File: config.mk
export PLATFORM = sky130hd
export DESIGN_NAME = xif_mem_responder
export DESIGN_NICKNAME = d
export VERILOG_FILES = /design/src/rtl/cv32e40x_xif_pkg.sv /design/src/rtl/xif_mem_resp_pkg.sv /design/src/rtl/xif_mem_responder.sv
export SDC_FILE = /design/constraint.sdc
export NUM_CORES = 1
export LEC_CHECK = 0
export BUFFER_PORTS_ARGS = -buffer_cell sky130_fd_sc_hd__buf_2
export CAP_MARGIN = 25
export CORE_MARGIN = 4
export CORE_UTILIZATION = 30
export CTS_CLUSTER_DIAMETER = 200
export DETAILED_ROUTE_END_ITERATION = 16
export GPL_TIMING_DRIVEN = 0
export SLEW_MARGIN = 10
export SYNTH_ARGS = -nofsm -noshare
export SYNTH_HDL_FRONTEND = slang
export SYNTH_SLANG_ARGS = --single-unit
File: constraint.sdc
create_clock -name clk_i -period 5.4 [get_ports clk_i]
set_input_delay 0.81 -clock clk_i [delete_from_list [all_inputs] [get_ports clk_i]]
set_output_delay 0.81 -clock clk_i [all_outputs]
set_load 0.02 [all_outputs]
File: src/rtl/cv32e40x_xif_pkg.sv
// X-IF memory channel types shared by the coprocessor and the CPU-side responder.
// Only the fields the memory responder exchanges are carried.
package cv32e40x_xif_pkg;

    localparam int unsigned XIF_ID_WIDTH  = 4;
    localparam int unsigned XIF_MEM_WIDTH = 32;

    typedef struct packed {
        logic [XIF_ID_WIDTH-1:0]    id;
        logic [31:0]                addr;
        logic                       we;
        logic [2:0]                 size;
        logic [XIF_MEM_WIDTH/8-1:0] be;
        logic [XIF_MEM_WIDTH-1:0]   wdata;
    } x_mem_req_t;

    typedef struct packed {
        logic       exc;
        logic [5:0] exccode;
    } x_mem_resp_t;

    typedef struct packed {
        logic [XIF_ID_WIDTH-1:0]  id;
        logic [XIF_MEM_WIDTH-1:0] rdata;
        logic                     err;
    } x_mem_result_t;

endpackage

File: src/rtl/xif_mem_resp_pkg.sv
// Shared state encoding and RISC-V exception codes for the X-IF memory responder.
package xif_mem_resp_pkg;

    typedef enum logic [1:0] {
        IDLE     = 2'd0,
        BUS_REQ  = 2'd1,
        BUS_WAIT = 2'd2,
        RESULT   = 2'd3
    } state_e;

    localparam logic [5:0] EXC_LD_MISALIGN = 6'd4;
    localparam logic [5:0] EXC_LD_FAULT    = 6'd5;
    localparam logic [5:0] EXC_ST_MISALIGN = 6'd6;
    localparam logic [5:0] EXC_ST_FAULT    = 6'd7;

endpackage

File: src/rtl/xif_mem_responder.sv
// CPU-side X-IF memory responder: checks coprocessor memory requests for legality and
// turns legal ones into single OBI word transactions, returning a tagged result pulse.
module xif_mem_responder
    import cv32e40x_xif_pkg::*;
    import xif_mem_resp_pkg::*;
#(
    parameter int unsigned X_ID_WIDTH = XIF_ID_WIDTH,
    parameter logic [31:0] MEM_BASE   = 32'h0000_0000,
    parameter logic [31:0] MEM_SIZE   = 32'h0001_0000
) (
    input  logic          clk_i,
    input  logic          rst_ni,

    input  logic          xif_mem_valid_i,
    output logic          xif_mem_ready_o,
    input  x_mem_req_t    xif_mem_req_i,
    output x_mem_resp_t   xif_mem_resp_o,
    output logic          xif_mem_result_valid_o,
    output x_mem_result_t xif_mem_result_o,

    output logic          data_req_o,
    input  logic          data_gnt_i,
    output logic [31:0]   data_addr_o,
    output logic          data_we_o,
    output logic [3:0]    data_be_o,
    output logic [31:0]   data_wdata_o,
    input  logic          data_rvalid_i,
    input  logic [31:0]   data_rdata_i,
    input  logic          data_err_i
);

    state_e state_q, state_d;

    logic        handshake;
    logic        accept;
    logic [31:0] offset;
    logic        in_window;
    logic        misaligned;
    x_mem_resp_t check;

    logic [X_ID_WIDTH-1:0] id_p1;
    logic [29:0]           word_addr_p1;
    logic                  we_p1;
    logic [3:0]            be_p1;
    logic [31:0]           wdata_p1;
    logic [31:0]           rdata_p2;
    logic                  err_p2;

    // Offset compare handles the window without a constant lower-bound comparison.
    always_comb begin
        offset     = xif_mem_req_i.addr - MEM_BASE;
        in_window  = (offset < MEM_SIZE);
        misaligned = ((xif_mem_req_i.size == 3'd2) && (xif_mem_req_i.addr[1:0] != 2'b00)) ||
                     ((xif_mem_req_i.size == 3'd1) && xif_mem_req_i.addr[0]);
        check      = '0;
        if (!in_window) begin
            check.exc     = 1'b1;
            check.exccode = xif_mem_req_i.we ? EXC_ST_FAULT : EXC_LD_FAULT;
        end else if (misaligned) begin
            check.exc     = 1'b1;
            check.exccode = xif_mem_req_i.we ? EXC_ST_MISALIGN : EXC_LD_MISALIGN;
        end
    end

    assign handshake      = xif_mem_valid_i && xif_mem_ready_o;
    assign accept         = handshake && !check.exc;
    assign xif_mem_resp_o = handshake ? check : '0;

    always_ff @(posedge clk_i or negedge rst_ni) begin
        if (!rst_ni) begin
            state_q <= IDLE;
        end else begin
            state_q <= state_d;
        end
    end

    always_comb begin
        state_d = state_q;
        unique case (state_q)
            IDLE:     if (accept)        state_d = BUS_REQ;
            BUS_REQ:  if (data_gnt_i)    state_d = BUS_WAIT;
            BUS_WAIT: if (data_rvalid_i) state_d = RESULT;
            RESULT:                      state_d = IDLE;
            default:                     state_d = IDLE;
        endcase
    end

    always_comb begin
        xif_mem_ready_o        = (state_q == IDLE);
        data_req_o             = (state_q == BUS_REQ);
        xif_mem_result_valid_o = (state_q == RESULT);
    end

    // Stage 1: request fields captured at the accepting handshake, held through the bus access.
    always_ff @(posedge clk_i or negedge rst_ni) begin
        if (!rst_ni) begin
            id_p1        <= '0;
            word_addr_p1 <= '0;
            we_p1        <= 1'b0;
            be_p1        <= '0;
            wdata_p1     <= '0;
        end else if (accept) begin
            id_p1        <= X_ID_WIDTH'(xif_mem_req_i.id);
            word_addr_p1 <= xif_mem_req_i.addr[31:2];
            we_p1        <= xif_mem_req_i.we;
            be_p1        <= xif_mem_req_i.be;
            wdata_p1     <= xif_mem_req_i.wdata;
        end
    end

    // Stage 2: bus response captured; writes report zero read data.
    always_ff @(posedge clk_i or negedge rst_ni) begin
        if (!rst_ni) begin
            rdata_p2 <= '0;
            err_p2   <= 1'b0;
        end else if ((state_q == BUS_WAIT) && data_rvalid_i) begin
            rdata_p2 <= we_p1 ? 32'h0 : data_rdata_i;
            err_p2   <= data_err_i;
        end
    end

    assign data_addr_o  = {word_addr_p1, 2'b00};
    assign data_we_o    = we_p1;
    assign data_be_o    = be_p1;
    assign data_wdata_o = wdata_p1;

    assign xif_mem_result_o.id    = XIF_ID_WIDTH'(id_p1);
    assign xif_mem_result_o.rdata = rdata_p2;
    assign xif_mem_result_o.err   = err_p2;

endmodule

==> results.txt <==
The initial antenna violation count is 1. The worst setup path is captured at an output port. The number of antenna cells inserted came out at 0. The cell area after placement is approximately 5700 sq um. The fraction of layout instances using a drive strength above 1 came out at 54.1%. For this run, the total global-route usage over all layers was measured as 13.8%. The clock sink count is roughly 110. The actual slew at the worst max-slew pin came out at 779 ps. Yosys printed 0 warnings. The first global-routing pass estimated ~18 mm of wire. The number of synthesized flops with an enable pin came out at 0. The vertical die dimension is 128 um. The synthesized design spends more area on one cell type than any other, namely dfrtp_1.

The detail route stage leaves a number of antenna-violating nets equal to 0. The I/O pin count came out at 230. The final critical delay including setup and external delays is 2990 ps.

The maximum number of pins on one net before global-route repair came out at 64. The routed layout has between 3000 and 4000 vias. The final layout contains 692 nets. The mean post-synth cell area came out at 12.8 sq um. In the post-route analysis, the smallest setup slack over all paths is about 2400 ps. Among all cell types in the netlist, the one instantiated most often is dfrtp_1. The worst setup path is of the in -> out kind. The tree is rooted in a clkbuf_16. The initialized floorplan defines 43 standard-cell rows. The design area came out at between 5000 and 6000 sq um. By count the netlist is led by dfrtp_1, mux2_2, nand2_1, o21ai_0, nand2b_1. The effective utilization at floorplan came out at 30.8%. The number of hold-repair buffers added at the cts stage came out at 0. The share of flip-flops with an asynchronous set or reset after synthesis came out at 100%. The via count of the first global-routing pass is 3530.

Fill cells in the final layout number 1368. The maximum resistive drop on vdd came out at 0.000179 V. In this run, post-CTS repair resized a total of 0 instances.

The core region is around 14000 sq um. The area growth from synthesis to layout is 39.7%. The required time reported for the critical path endpoint came out at 4590 ps. The worst setup path is launched from a primary input. The utilization of the core after routing came out at a little over two fifths. At the end of routability-driven placement, the weighted congestion stood at around 0.77. By area the synthesized netlist is led by dfrtp_1, mux2_2, nand2b_1. The flow ran to the end, and the final reports show no timing, DRC or antenna violations. TritonCTS built the clock tree. In the final routed layout, each cell accounts on average for 14.9 um. The max-slew headroom at the worst pin is 47.9%. The arrival time at the worst endpoint is 2180 ps. The starting DRC count in detailed routing is 58. The top flip-flop cell by instance count after synthesis is dfrtp_1.

The mapped netlist covers 4290 sq um. Setup repair after global routing left no endpoint under its margin. The number of violations of the max-capacitance limit came out at 0. Along the worst path, the maximum fanout reaches 4. The flip-flop and latch count after synthesis is roughly 110.

For this run, design rule violations remaining after detail routing come to 0. Timing would allow up to 335 MHz. Setup total negative slack on the finished layout was measured at 0 ps.

Detailed placement ended at an HPWL of 8.88 mm. The cell leakage power came out at 3.42 nW. After detailed routing, the total wire length is around 11 mm. At the later pin of the worst-skew pair, clock insertion delay measures 340 ps. Clock skew on the completed layout was measured at 8.26 ps.

The share of the Yosys chip area taken by registers is 61.9%. The worst hold path class is in -> async. The distinct cell type count after synthesis is 27. The die span in x is 128 um. The number of CTS-inserted buffers is 9. The final-report setup violation count came out at 0.

The total number of H-tree levels is 3. The power per cell area came out at ~380 nW/um^2. The gate count of the mapped netlist came out at 334. The final worst-path cycle share is 55.3%. The number of hold violations in the final report came out at 0. The first detailed-routing pass ran for 4 iterations. The CTS clock-pin slew for the worst setup and hold paths is 70 ps. The total of buffers placed on input and output ports is between 200 and 250. The number of buffers inserted to repair setup after CTS is 0. The area enclosed by the die boundary is 16300 sq um. The routed via count divided by cell count came out at 4.36. The top cell type by area accounts for 61.9% of the synthesized area. The number of pins exceeding their max-slew limit in the final report is 0. The pre-CTS worst setup slack is 2370 ps.

The total grt overflow is 0. The largest buffer count on any clock path is 2.
[placed cells by master (no fill, tap or decap), types with 3 or more instances in the layout]
master     synthesis  routed
buf_2              0     223
dfrtp_1          106     106
mux2_2            56      56
nand2_1           36      36
o21ai_0           35      35
nand2b_1          32      32
nor2b_1           19      19
clkbuf_1          10      11
clkbuf_16          0       9
buf_6              6       7
buf_4              7       7
conb_1             1       5
inv_1              4       4
ha_1               4       4
nor4_1             3       3
[report_power, final]
group          internal, mW  switching, mW
Combinational         0.232          0.420
Clock                 0.384          0.282
Sequential            0.918         0.0668
[critical path, cell delays in order]
cell and delay, ps:
buf_2 100, nor4_1 290, nand4_1 280, a21oi_1 310, nor2_1 100, buf_4 140
buf_2 150
[state kept, by name, summed over array words and instances (netlist names)]
register	cells
word_addr_p1	30
state_q	2
data_we_o	1
data_wdata_o	32
err_p2	1
data_be_o	4
id_p1	4
rdata_p2	32
[per-stage QoR]
step                      total power [mW]  cells  hold slack, ps
final                                 2.30    759             393
after global routing                  2.45    759             403
after CTS                             2.35    759             390
after detailed placement              1.67    743             469
after global placement                1.64    742             460
after floorplan                       1.38    338             481
[layout make-up]
cell class / count / area [sq um] / share of cell area (%)
Clock buffer: 12 / 256 / 4.28
Inverter: 4 / 15.0 / 0.251
Tap cell: 180 / 225 / 3.76
Sequential cell: 106 / 2650 / 44.3
Buffer: 24 / 161 / 2.70
Timing Repair Buffer: 225 / 1150 / 19.3
Multi-Input combinational cell: 204 / 1470 / 24.6
Clock inverter: 4 / 50.0 / 0.836
[metal layers]
| metal | vias to the layer above | share of wire [%] | GRT usage [%] |
|---|---|---|---|
| met5 | - | 0.11 | 0 |
| met3 | 15 | 9.0 | 4.81 |
| li1 | 1588 | - | - |
| met2 | 143 | 48 | 23.5 |
| met1 | 1558 | 41 | 16.5 |
| met4 | 2 | 1.8 | 4.04 |
[path summary, 6_finish.rpt]
check / end / slack, ps / cells past startpoint / start
min: word_addr_p1[9] / 390 / 1 / rst_ni
max reg2reg: data_wdata_o[0] / 3030 / 6 / state_q[1]
min reg2reg: rdata_p2[12] / 470 / 2 / rdata_p2[12]
max: xif_mem_resp_o[6] / 2410 / 7 / xif_mem_req_i[62]
max in group asynchronous: rdata_p2[22] / 4370 / 2 / rst_ni
min in group clk_i: rdata_p2[12] / 470 / 2 / rdata_p2[12]
[cell families (layout without fill, tap and decap cells)]
family / Yosys count / in the layout / share of synthesized area [%]
flops: 106 / 106 / 61.9
simple gates: 98 / 98 / 12.4
mux: 56 / 56 / 14.7
compound gates: 41 / 41 / 5.60
buf+inv: 28 / 269 / 4.12
fa+ha+maj: 4 / 4 / 1.17
other cells: 1 / 5 / 0.0875
Power figures use the tool's default switching activity.
